**src/rtl/tomasulo_pkg.sv**
```systemverilog
// Shared definitions for the Tomasulo back end: opcodes, ROB sizing and the
// reservation-station entry state.
package tomasulo_pkg;

   localparam int ROB_DEPTH = 8;
   localparam int TAG_W     = 3;
   localparam int DATA_W    = 16;
   localparam int OPC_W     = 4;

   localparam logic [OPC_W-1:0] OPC_ADD = 4'h0;
   localparam logic [OPC_W-1:0] OPC_SUB = 4'h1;
   localparam logic [OPC_W-1:0] OPC_MUL = 4'h2;
   localparam logic [OPC_W-1:0] OPC_DIV = 4'h3;

   typedef enum logic [1:0] {
      ST_FREE = 2'd0,
      ST_WAIT = 2'd1,
      ST_RDY  = 2'd2
   } entry_st_e;

endpackage

```
**src/rtl/rs_issue_sched_if.sv**
```systemverilog
// Decode allocation, CDB snoop and functional-unit dispatch bundle of one
// reservation station. The scheduler uses the slave view.
interface rs_issue_sched_if #(
   parameter int NUM_ENTRIES = 4,
   parameter int TAG_W       = 3,
   parameter int DATA_W      = 16,
   parameter int OPC_W       = 4
);
   localparam int CNT_W = $clog2(NUM_ENTRIES) + 1;

   logic              alloc_valid;
   logic              alloc_ready;
   logic [OPC_W-1:0]  alloc_opcode;
   logic [TAG_W-1:0]  alloc_dest_tag;
   logic              alloc_src1_rdy;
   logic [DATA_W-1:0] alloc_src1;
   logic              alloc_src2_rdy;
   logic [DATA_W-1:0] alloc_src2;
   logic              cdb_valid;
   logic [TAG_W-1:0]  cdb_tag;
   logic [DATA_W-1:0] cdb_data;
   logic              fu_valid;
   logic              fu_ready;
   logic [OPC_W-1:0]  fu_opcode;
   logic [DATA_W-1:0] fu_src1;
   logic [DATA_W-1:0] fu_src2;
   logic [TAG_W-1:0]  fu_dest_tag;
   logic [CNT_W-1:0]  used_count;

   modport master (
      output alloc_valid, alloc_opcode, alloc_dest_tag, alloc_src1_rdy, alloc_src1,
             alloc_src2_rdy, alloc_src2, cdb_valid, cdb_tag, cdb_data, fu_ready,
      input  alloc_ready, fu_valid, fu_opcode, fu_src1, fu_src2, fu_dest_tag, used_count
   );

   modport slave (
      input  alloc_valid, alloc_opcode, alloc_dest_tag, alloc_src1_rdy, alloc_src1,
             alloc_src2_rdy, alloc_src2, cdb_valid, cdb_tag, cdb_data, fu_ready,
      output alloc_ready, fu_valid, fu_opcode, fu_src1, fu_src2, fu_dest_tag, used_count
   );

endinterface

```
**src/rtl/rs_oldest_pick.sv**
```systemverilog
// Oldest-first picker: grants the eligible entry that is older than every
// other eligible entry according to the age matrix (row i bit j = i older than j).
module rs_oldest_pick #(
   parameter int NUM_ENTRIES = 4
) (
   input  logic [NUM_ENTRIES-1:0][NUM_ENTRIES-1:0] age,
   input  logic [NUM_ENTRIES-1:0]                  elig,
   output logic [NUM_ENTRIES-1:0]                  grant,
   output logic                                    valid
);

   // An eligible entry wins unless some other eligible entry is older
   always_comb begin
      grant = '0;
      for (int i = 0; i < NUM_ENTRIES; i++) begin
         grant[i] = elig[i];
         for (int j = 0; j < NUM_ENTRIES; j++) begin
            grant[i] = grant[i] & ~((j != i) & elig[j] & ~age[i][j]);
         end
      end
      valid = |elig;
   end

endmodule

```
**src/rtl/rs_issue_sched.sv**
```systemverilog
// Reservation-station scheduler: holds decoded ops, snoops the CDB for missing
// operands and issues the oldest ready entry to the functional unit.
module rs_issue_sched #(
   parameter int NUM_ENTRIES = 4,
   parameter int TAG_W       = 3,
   parameter int DATA_W      = 16,
   parameter int OPC_W       = 4
) (
   input logic             clk,
   input logic             rst_n,
   input logic             flush,
   rs_issue_sched_if.slave bus
);
   import tomasulo_pkg::*;

   localparam int IDX_W = (NUM_ENTRIES > 1) ? $clog2(NUM_ENTRIES) : 1;
   localparam int CNT_W = $clog2(NUM_ENTRIES) + 1;

   entry_st_e [NUM_ENTRIES-1:0]              st_r;
   logic [NUM_ENTRIES-1:0][OPC_W-1:0]        opc_r;
   logic [NUM_ENTRIES-1:0][TAG_W-1:0]        dest_r;
   logic [NUM_ENTRIES-1:0]                   s1_rdy_r, s2_rdy_r;
   logic [NUM_ENTRIES-1:0][DATA_W-1:0]       s1_r, s2_r;
   logic [NUM_ENTRIES-1:0][NUM_ENTRIES-1:0]  age_r, age_nxt_s;
   logic                                     lock_r;
   logic [IDX_W-1:0]                         lock_idx_r;

   logic [NUM_ENTRIES-1:0] free_s, rdy_s, grant_s, cap1_s, cap2_s;
   logic                   pick_valid_s, alloc_fire_s, disp_fire_s;
   logic [IDX_W-1:0]       alloc_idx_s, grant_idx_s, sel_idx_s;
   logic [CNT_W-1:0]       used_s;
   logic                   a1_hit_s, a2_hit_s, a1_rdy_s, a2_rdy_s;
   logic [DATA_W-1:0]      a1_val_s, a2_val_s;

   // Occupancy, free-slot search, CDB wakeup matches and alloc-time bypass
   always_comb begin
      free_s      = '0;
      rdy_s       = '0;
      cap1_s      = '0;
      cap2_s      = '0;
      used_s      = '0;
      alloc_idx_s = '0;
      for (int i = 0; i < NUM_ENTRIES; i++) begin
         free_s[i] = (st_r[i] == ST_FREE);
         rdy_s[i]  = (st_r[i] == ST_RDY);
         used_s    = used_s + CNT_W'(!free_s[i]);
         cap1_s[i] = (st_r[i] == ST_WAIT) & ~s1_rdy_r[i] & bus.cdb_valid
                     & (s1_r[i][TAG_W-1:0] == bus.cdb_tag);
         cap2_s[i] = (st_r[i] == ST_WAIT) & ~s2_rdy_r[i] & bus.cdb_valid
                     & (s2_r[i][TAG_W-1:0] == bus.cdb_tag);
      end
      for (int i = NUM_ENTRIES - 1; i >= 0; i--) begin
         alloc_idx_s = free_s[i] ? IDX_W'(i) : alloc_idx_s;
      end
      bus.used_count  = used_s;
      bus.alloc_ready = (used_s < CNT_W'(NUM_ENTRIES));
      alloc_fire_s    = bus.alloc_valid & bus.alloc_ready;
      a1_hit_s = ~bus.alloc_src1_rdy & bus.cdb_valid & (bus.alloc_src1[TAG_W-1:0] == bus.cdb_tag);
      a2_hit_s = ~bus.alloc_src2_rdy & bus.cdb_valid & (bus.alloc_src2[TAG_W-1:0] == bus.cdb_tag);
      a1_rdy_s = bus.alloc_src1_rdy | a1_hit_s;
      a2_rdy_s = bus.alloc_src2_rdy | a2_hit_s;
      a1_val_s = a1_hit_s ? bus.cdb_data : bus.alloc_src1;
      a2_val_s = a2_hit_s ? bus.cdb_data : bus.alloc_src2;
   end

   rs_oldest_pick #(.NUM_ENTRIES(NUM_ENTRIES)) u_pick (
      .age   (age_r),
      .elig  (rdy_s),
      .grant (grant_s),
      .valid (pick_valid_s)
   );

   // Dispatch selection; a stalled offer stays pinned to its locked index
   always_comb begin
      grant_idx_s = '0;
      for (int i = 0; i < NUM_ENTRIES; i++) begin
         grant_idx_s = grant_s[i] ? IDX_W'(i) : grant_idx_s;
      end
      sel_idx_s       = lock_r ? lock_idx_r : grant_idx_s;
      disp_fire_s     = pick_valid_s & bus.fu_ready;
      bus.fu_valid    = pick_valid_s;
      bus.fu_opcode   = pick_valid_s ? opc_r[sel_idx_s]  : '0;
      bus.fu_src1     = pick_valid_s ? s1_r[sel_idx_s]   : '0;
      bus.fu_src2     = pick_valid_s ? s2_r[sel_idx_s]   : '0;
      bus.fu_dest_tag = pick_valid_s ? dest_r[sel_idx_s] : '0;
   end

   // New allocation becomes youngest: everyone is older than it, it is older than nobody
   always_comb begin
      age_nxt_s = age_r;
      for (int i = 0; i < NUM_ENTRIES; i++) begin
         age_nxt_s[i][alloc_idx_s] = alloc_fire_s ? 1'b1 : age_r[i][alloc_idx_s];
      end
      age_nxt_s[alloc_idx_s] = alloc_fire_s ? '0 : age_nxt_s[alloc_idx_s];
   end

   // Entry state, operand capture, allocation, age matrix and dispatch lock
   always_ff @(posedge clk or negedge rst_n) begin
      if (!rst_n) begin
         for (int i = 0; i < NUM_ENTRIES; i++) st_r[i] <= ST_FREE;
         opc_r      <= '0;
         dest_r     <= '0;
         s1_rdy_r   <= '0;
         s2_rdy_r   <= '0;
         s1_r       <= '0;
         s2_r       <= '0;
         age_r      <= '0;
         lock_r     <= 1'b0;
         lock_idx_r <= '0;
      end else if (flush) begin
         for (int i = 0; i < NUM_ENTRIES; i++) st_r[i] <= ST_FREE;
         age_r      <= '0;
         lock_r     <= 1'b0;
         lock_idx_r <= '0;
      end else begin
         for (int i = 0; i < NUM_ENTRIES; i++) begin
            if (cap1_s[i]) begin
               s1_r[i]     <= bus.cdb_data;
               s1_rdy_r[i] <= 1'b1;
            end
            if (cap2_s[i]) begin
               s2_r[i]     <= bus.cdb_data;
               s2_rdy_r[i] <= 1'b1;
            end
            if ((st_r[i] == ST_WAIT) && (s1_rdy_r[i] | cap1_s[i]) && (s2_rdy_r[i] | cap2_s[i])) begin
               st_r[i] <= ST_RDY;
            end
         end
         if (disp_fire_s) st_r[sel_idx_s] <= ST_FREE;
         if (alloc_fire_s) begin
            st_r[alloc_idx_s]     <= (a1_rdy_s & a2_rdy_s) ? ST_RDY : ST_WAIT;
            opc_r[alloc_idx_s]    <= bus.alloc_opcode;
            dest_r[alloc_idx_s]   <= bus.alloc_dest_tag;
            s1_rdy_r[alloc_idx_s] <= a1_rdy_s;
            s2_rdy_r[alloc_idx_s] <= a2_rdy_s;
            s1_r[alloc_idx_s]     <= a1_val_s;
            s2_r[alloc_idx_s]     <= a2_val_s;
         end
         age_r <= age_nxt_s;
         if (disp_fire_s) begin
            lock_r <= 1'b0;
         end else if (pick_valid_s) begin
            lock_r     <= 1'b1;
            lock_idx_r <= sel_idx_s;
         end
      end
   end

endmodule

```
**src/flat_wrapper.sv**
```systemverilog
// flat-port wrapper written by rule: the top's interface ports become plain ports
module rs_issue_sched_flat import tomasulo_pkg::*;
#(
   parameter int NUM_ENTRIES = 4,
   parameter int TAG_W       = 3,
   parameter int DATA_W      = 16,
   parameter int OPC_W       = 4
)
  (clk, rst_n, flush, bus_alloc_valid, bus_alloc_opcode, bus_alloc_dest_tag, bus_alloc_src1_rdy, bus_alloc_src1, bus_alloc_src2_rdy, bus_alloc_src2, bus_cdb_valid, bus_cdb_tag, bus_cdb_data, bus_fu_ready, bus_alloc_ready, bus_fu_valid, bus_fu_opcode, bus_fu_src1, bus_fu_src2, bus_fu_dest_tag, bus_used_count);
  rs_issue_sched_if #(.NUM_ENTRIES(NUM_ENTRIES), .TAG_W(TAG_W), .DATA_W(DATA_W), .OPC_W(OPC_W)) bus_i ();
  input logic clk;
  input logic rst_n;
  input logic flush;
  input wire logic [$bits(bus_i.alloc_valid)-1:0] bus_alloc_valid;
  input wire logic [$bits(bus_i.alloc_opcode)-1:0] bus_alloc_opcode;
  input wire logic [$bits(bus_i.alloc_dest_tag)-1:0] bus_alloc_dest_tag;
  input wire logic [$bits(bus_i.alloc_src1_rdy)-1:0] bus_alloc_src1_rdy;
  input wire logic [$bits(bus_i.alloc_src1)-1:0] bus_alloc_src1;
  input wire logic [$bits(bus_i.alloc_src2_rdy)-1:0] bus_alloc_src2_rdy;
  input wire logic [$bits(bus_i.alloc_src2)-1:0] bus_alloc_src2;
  input wire logic [$bits(bus_i.cdb_valid)-1:0] bus_cdb_valid;
  input wire logic [$bits(bus_i.cdb_tag)-1:0] bus_cdb_tag;
  input wire logic [$bits(bus_i.cdb_data)-1:0] bus_cdb_data;
  input wire logic [$bits(bus_i.fu_ready)-1:0] bus_fu_ready;
  output wire logic [$bits(bus_i.alloc_ready)-1:0] bus_alloc_ready;
  output wire logic [$bits(bus_i.fu_valid)-1:0] bus_fu_valid;
  output wire logic [$bits(bus_i.fu_opcode)-1:0] bus_fu_opcode;
  output wire logic [$bits(bus_i.fu_src1)-1:0] bus_fu_src1;
  output wire logic [$bits(bus_i.fu_src2)-1:0] bus_fu_src2;
  output wire logic [$bits(bus_i.fu_dest_tag)-1:0] bus_fu_dest_tag;
  output wire logic [$bits(bus_i.used_count)-1:0] bus_used_count;
  assign bus_i.alloc_valid = bus_alloc_valid;
  assign bus_i.alloc_opcode = bus_alloc_opcode;
  assign bus_i.alloc_dest_tag = bus_alloc_dest_tag;
  assign bus_i.alloc_src1_rdy = bus_alloc_src1_rdy;
  assign bus_i.alloc_src1 = bus_alloc_src1;
  assign bus_i.alloc_src2_rdy = bus_alloc_src2_rdy;
  assign bus_i.alloc_src2 = bus_alloc_src2;
  assign bus_i.cdb_valid = bus_cdb_valid;
  assign bus_i.cdb_tag = bus_cdb_tag;
  assign bus_i.cdb_data = bus_cdb_data;
  assign bus_i.fu_ready = bus_fu_ready;
  assign bus_alloc_ready = bus_i.alloc_ready;
  assign bus_fu_valid = bus_i.fu_valid;
  assign bus_fu_opcode = bus_i.fu_opcode;
  assign bus_fu_src1 = bus_i.fu_src1;
  assign bus_fu_src2 = bus_i.fu_src2;
  assign bus_fu_dest_tag = bus_i.fu_dest_tag;
  assign bus_used_count = bus_i.used_count;
  rs_issue_sched #(.NUM_ENTRIES(NUM_ENTRIES), .TAG_W(TAG_W), .DATA_W(DATA_W), .OPC_W(OPC_W)) u_core (.clk(clk), .rst_n(rst_n), .flush(flush), .bus(bus_i));
endmodule
```
**config.mk**
```make
export PLATFORM = sky130hd
export DESIGN_NAME = rs_issue_sched_flat
export DESIGN_NICKNAME = d
export VERILOG_FILES = /design/src/rtl/tomasulo_pkg.sv /design/src/rtl/rs_issue_sched_if.sv /design/src/rtl/rs_oldest_pick.sv /design/src/rtl/rs_issue_sched.sv /design/src/flat_wrapper.sv
export SDC_FILE = /design/constraint.sdc
export NUM_CORES = 1
export LEC_CHECK = 0
export BUFFER_PORTS_ARGS = -buffer_cell sky130_fd_sc_hd__buf_2
export CORE_MARGIN = 2
export CORE_UTILIZATION = 55
export DETAILED_ROUTE_END_ITERATION = 12
export PLACE_DENSITY_LB_ADDON = 0.2
export SYNTH_ARGS = -nofsm -noshare
export SYNTH_HDL_FRONTEND = slang
export SYNTH_SLANG_ARGS = --single-unit
```
**constraint.sdc**
```tcl
create_clock -name clk -period 5.48 [get_ports clk]
set_input_delay 0.548 -clock clk [delete_from_list [all_inputs] [get_ports clk]]
set_output_delay 0.548 -clock clk [all_outputs]
set_load 0.02 [all_outputs]
```
After elaboration in Yosys (flattened, before gate mapping)
Cells that the tools add are included.

storage, ports and cells
  input port bits = 66
  register bits = 191
  word-level logic and storage cells = 285
  output and inout bits = 44

cells by class
  muxes and demuxes = 117
  equality and inequality tests = 19
  $lt $le $gt $ge = 5
  reductions and logical operators = 23
  add/sub/neg operators = 3
  bitwise operators = 90

operator list
  cell                                        count
  16-bit 2-to-1 mux                           24
  64-bit bitwise mux                          2
  64-bit 2-to-1 mux                           2
  16-bit binary-select mux with 2-bit select  2
  1-bit AND                                   49
  2-bit 2-to-1 mux                            21
  16-bit bitwise mux                          2
  16-bit demux with 2-bit select              1
  8-bit 2-to-1 mux                            4
  3-bit equality test                         10
  1-bit 2-to-1 mux                            29
  1-bit NOT                                   29
  4-bit 2-to-1 mux                            7
  4-bit bitwise mux                           6
  4-bit binary-select mux with 2-bit select   2
  12-bit bitwise mux                          1
  1-bit logical AND                           10
  1-bit OR                                    10
  3-bit 2-to-1 mux                            3
  8-bit AND                                   1
  1-bit binary-select mux with 2-bit select   4
  8-bit bitwise mux                           1
  2-bit demux with 2-bit select               2
  4-bit demux with 2-bit select               1
  other kinds (18)                            34

Logic depth before layout (Yosys ltp)
  depth after elaboration = 21
  gate-level depth with buffers = 14
  mapped depth without buffers = 12

Cells and area by module
From an unflattened synthesis, not the netlist that was laid out.

unflattened totals
  cells, all modules = 1036
  area, all modules = 11079.4 um2

modules (own cells, without submodules)
  module          sequential area each (um2)  area an instance (um2)  times used  cells each
  rs_issue_sched  4779.6                      10965.5                 1           1021
  rs_oldest_pick  0.0                         113.9                   1           15

Worst setup path before layout
Ideal clock, no wire load.

  path kind = register -> register
  from = register u_core.st_r[0] (netlist bit)
  to = register u_core.s2_r[10] (netlist bit)
  setup time = 0.137 ns
  required time = 5.343 ns
  setup slack = 1.882 ns
  arrival = 3.461 ns
  clock period less this slack = 3.598 ns
  buffers on the path = 3
  stages on the path, launching flop included = 13
  cells stage by stage = dfrtp_1 -> nor2_2 -> inv_1 -> ha_1 -> inv_1 -> fa_1 -> ha_1 -> nand2b_1 -> clkbuf_1 -> nor3_2 -> clkbuf_1 -> clkbuf_1 -> a21oi_1

on the way
  word-level cells in the longest chain between the ends = 8
  elaborated cells between the ends (all ways) = 21
  those cells by class = add/sub: 3; order compare: 3; eq/ne: 1; mux: 7; bitwise: 4; reduce/logical: 3

RTL lines
  element                                              line                   source
  start, declared                                      rs_issue_sched.sv:19   entry_st_e [NUM_ENTRIES-1:0] st_r;
  start signal, assigned by index                      rs_issue_sched.sv:131  st_r[alloc_idx_s] <= (a1_rdy_s & a2_rdy_s) ? ST_RDY : ST_WAIT;
  2-bit logical NOT                                    rs_issue_sched.sv:44   free_s[i] = (st_r[i] == ST_FREE);
  1-bit logical NOT                                    rs_issue_sched.sv:46   used_s = used_s + CNT_W'(!free_s[i]);
  1-bit by 1-bit adder with 2-bit output               rs_issue_sched.sv:46
  3-bit by 1-bit adder with 3-bit output (2 in a row)  rs_issue_sched.sv:46
  via bus_used_count[2]                                flat_wrapper.sv:31     output wire logic [$bits(bus_i.used_count)-1:0] bus_used_count;
  3-bit less-than comparator                           rs_issue_sched.sv:56   bus.alloc_ready = (used_s < CNT_W'(NUM_ENTRIES));
  1-bit AND                                            rs_issue_sched.sv:57   alloc_fire_s = bus.alloc_valid & bus.alloc_ready;
  64-bit 2-to-1 mux                                    rs_issue_sched.sv:130  if (alloc_fire_s) begin
  end signal, assigned by index                        rs_issue_sched.sv:122  s2_r[i] <= bus.cdb_data;
  end signal, assigned by index                        rs_issue_sched.sv:137  s2_r[alloc_idx_s] <= a2_val_s;
  end, declared                                        rs_issue_sched.sv:23   logic [NUM_ENTRIES-1:0][DATA_W-1:0] s1_r, s2_r;

The timed path passes the listed nets, and every way through them passes these cells. The select of a mux whose other input is x is not followed.
A chain may end at the register's enable or synchronous reset.

Worst setup path in the final report
  from = register u_core.st_r[0] (netlist bit)
  to = register u_core.s1_r[28] (netlist bit)

on the way
  word-level cells in the longest chain between the ends = 8
  elaborated cells between the ends (all ways) = 15
  those cells by class = add/sub: 3; order compare: 3; mux: 5; bitwise: 1; reduce/logical: 3

RTL lines
  element                                                                              line                                         source
  2-bit logical NOT (*)                                                                rs_issue_sched.sv:44
  1-bit logical NOT / 2-bit 2-to-1 mux (equally long branches)                         rs_issue_sched.sv:46, rs_issue_sched.sv:53
  1-bit by 1-bit adder with 2-bit output, or another cell as far along                 rs_issue_sched.sv:46
  3-bit by 1-bit adder with 3-bit output / 1-bit logical AND (equally long branches)   rs_issue_sched.sv:46, rs_issue_sched.sv:136
  3-bit by 1-bit adder with 3-bit output / 16-bit 2-to-1 mux (equally long branches)   rs_issue_sched.sv:46, rs_issue_sched.sv:136
  3-bit less-than comparator / 16-bit demux with 2-bit select (equally long branches)  n/a
  1-bit AND / 64-bit bitwise mux (equally long branches)                               rs_issue_sched.sv:57, rs_issue_sched.sv:136
  64-bit 2-to-1 mux (*)                                                                rs_issue_sched.sv:130
  end signal, assigned by index                                                        rs_issue_sched.sv:118                        s1_r[i] <= bus.cdb_data;
  end signal, assigned by index                                                        rs_issue_sched.sv:136                        s1_r[alloc_idx_s] <= a1_val_s;
  end, declared                                                                        rs_issue_sched.sv:23

Mark *: on every way between the ends. The rest lies on a longest branch, timed or not.

==> reports/results.ini <==
[run_status]
status=finished clean

[clock_tree]
post_cts_resized=0
root_buffer=clkbuf_16
cts_max_level=4
clock_path_buffers=2
hold_buffers=0
postCtsSetupRepairBufs=0
clk_latency_ps=450
clk_pin_slew_ps=80
clock_sink_count=190
cts_tree=yes
numCtsBuffers=17

[critical_path]
crit_fanout=16
cp-start-kind=register
critPathTopFamily=simple AND/OR/NAND/NOR gates
max_stage_delay_ps=860
path_buf_inv=2
critPathRequiredTime_ps=5760
arrival_ps=4950
cp_cell_sequence=nor2_2 -> inv_1 -> ha_1 -> inv_1 -> fa_1 -> ha_1 -> nor2b_1 -> and2_0 -> nand2_1 -> o22ai_1 -> a21oi_1
cp_slowest_cell=and2_0
end_kind=register
critPathKind=reg2reg

[timing]
slew_headroom_pct=21.85
setup_viol=0
rsz0062_at_grt=false
setup_tns_ps=0
finClkSkew_ps=14.32
maxSlewViolCount=0
period_share_pct=85.17
worst_slew_pin_slew_ps=1172
layout_setup_ws_ps=812.5
fmax_mhz=214.2
final_hold_viol_count=0
period_needed_ps=4667

[logic_synthesis]
synth_area_sq_um=10610
synth-edff-count=0
synth-main-ff-cell=dfrtp_1
yosysWarnings=0
syn-num-nets=1184
synthTopCellsByCount=190 x dfrtp_1, 128 x nor2_1, 105 x a21oi_1
yosysMostFrequentCell=dfrtp_1
netlist.area_leader.share_pct=44.80
yosysTopAreaCell=dfrtp_1
synth_cells=1114
yosysSeqAreaShare_pct=44.80
synth_cell_types=72
synth.ff_latch_count=190
async_flop_share_pct=100.0
avgSynthCellArea_sq_um=9.527
synthTopCellsByArea=dfrtp_1 45%, mux2i_1 7.4%, o22ai_1 5.5%

[floorplanning]
coreArea_sq_um=18830
die_h_um=142.9
num_rows=50
fp.dieArea_sq_um=20420
ios=110
start_util_pct=56.36
die_x_um=142.9

[power_and_ir_drop]
p_total_mw=4.582
p_leak_nw=5.188
vdd_ir_drop_max_mv=0.2349
power_density_nw_per_um2=388.3

[route]
drt_iter0_markers=945
vias_per_cell=6.687
wl_per_cell_um=23.14
ant_nets=0
num_vias=9596
first_pass_iters=6
drc_errors=0
drt_wl_total_um=33200

[hold_path]
worstHoldPathType=in2async

[finish]
drive_gt1_share_pct=18.81
postLayoutCellArea_sq_um=11800
syn2layout_area_growth_pct=11.19
nets=1233
antenna_cells=0

[global_routing]
grt_usage_pct=33.26
grt_overflow=0
grt_pass1_wl_um=52170
grt_pass1_vias=9176
grt_max_degree=93
antenna_found_initial=0

[placed_design]
dp_slack_ps=976.1
io_buffers=109
dp_hpwl_um=20930
place_congestion=0.9412
place_area_sq_um=11210

[flow_run]
cap_violations=0

## metrics by stage
stage,std cells,hold WS [ps],util [%]
6_report,1435,157.0,62.66
4_1_cts,1435,208.1,62.66
2_1_floorplan,1114,252.4,-
5_1_grt,1435,223.1,62.66
3_3_place_gp,1404,470.6,59.53
3_5_place_dp,1404,480.0,59.53
## report_power, final
part / internal [mW] / switching, mW
Clock: 0.657 / 0.609
Sequential: 1.78 / 0.269
Combinational: 0.533 / 0.730
Total: 2.97 / 1.61
## cell usage in the layout, fill, tap and decap left out, types with 16 or more instances in the layout
cell type    n
dfrtp_1    190
nor2_1     127
buf_2      108
a21oi_1    105
o22ai_1     93
mux2i_1     78
nand2_1     77
o21ai_0     41
a22oi_1     36
mux2_2      26
o22a_1      18
a2bb2oi_1   17
clkbuf_16   17
o2bb2ai_1   16
## kinds of logic (layout without fill, tap and decap cells)
logic type | count (synthesis) | after routing | share of synthesized area (%)
adders and majority gates | 4 | 4 | 0.5424
and+or+nand+nor | 288 | 288 | 12.80
xor gates and xnor gates | 30 | 30 | 2.476
buffers and inverters | 109 | 170 | 4.598
DFF | 190 | 190 | 44.80
AOI/OAI and AO/OA | 386 | 386 | 24.24
muxes | 107 | 107 | 10.54
## registers in the layout, summed over array words and instances (netlist names)
name / flops
u_core.s1_rdy_r: 4
u_core.dest_r: 12
u_core.age_r: 15
u_core.lock_r: 1
u_core.s2_rdy_r: 4
u_core.opc_r: 16
u_core.lock_idx_r: 2
u_core.st_r: 8
u_core.s1_r: 64
u_core.s2_r: 64
## cell type report
class | count | area (sq um)
clock inverter | 13 | 151.4
sequential | 190 | 4755
clock buffer | 18 | 439.2
tap | 260 | 325.3
inverter | 14 | 52.55
timing repair buffer | 125 | 686.9
fill | 1585 | 7030
multi-input combinational | 815 | 5390
## worst paths after layout
check,startpoint,end,slack [ps],cells past startpoint
worst max-delay path,u_core.st_r[0]$_DFF_PN0_,u_core.s1_r[28]$_DFFE_PN0N_,810,11
worst min-delay path,rst_n,u_core.opc_r[11]$_DFFE_PN0P_,160,1
worst max register to register,u_core.st_r[0]$_DFF_PN0_,u_core.s1_r[28]$_DFFE_PN0N_,810,11
worst min register to register,u_core.dest_r[7]$_DFFE_PN0P_,u_core.dest_r[7]$_DFFE_PN0P_,500,1
max in group asynchronous,rst_n,u_core.s2_r[4]$_DFFE_PN0N_,4070,2
min in group clk,bus_alloc_dest_tag[1],u_core.dest_r[7]$_DFFE_PN0P_,370,2
## layer usage
layer	share of wire (%)	GRT usage (%)	up-vias
met5	0	0	-
li1	-	-	4211
met2	46	50.99	528
met3	8.7	6.841	94
met1	42	46.83	4763
met4	3.2	12.35	0
## worst reg2reg max path, stage by stage, from the launching register on
cell,delay (ps)
dfrtp_1,460
nor2_2,370
inv_1,250
ha_1,340
inv_1,50
fa_1,390
ha_1,240
nor2b_1,410
and2_0,860
nand2_1,720
o22ai_1,300
a21oi_1,110
No activity file was read; power rests on OpenSTA's default activity.
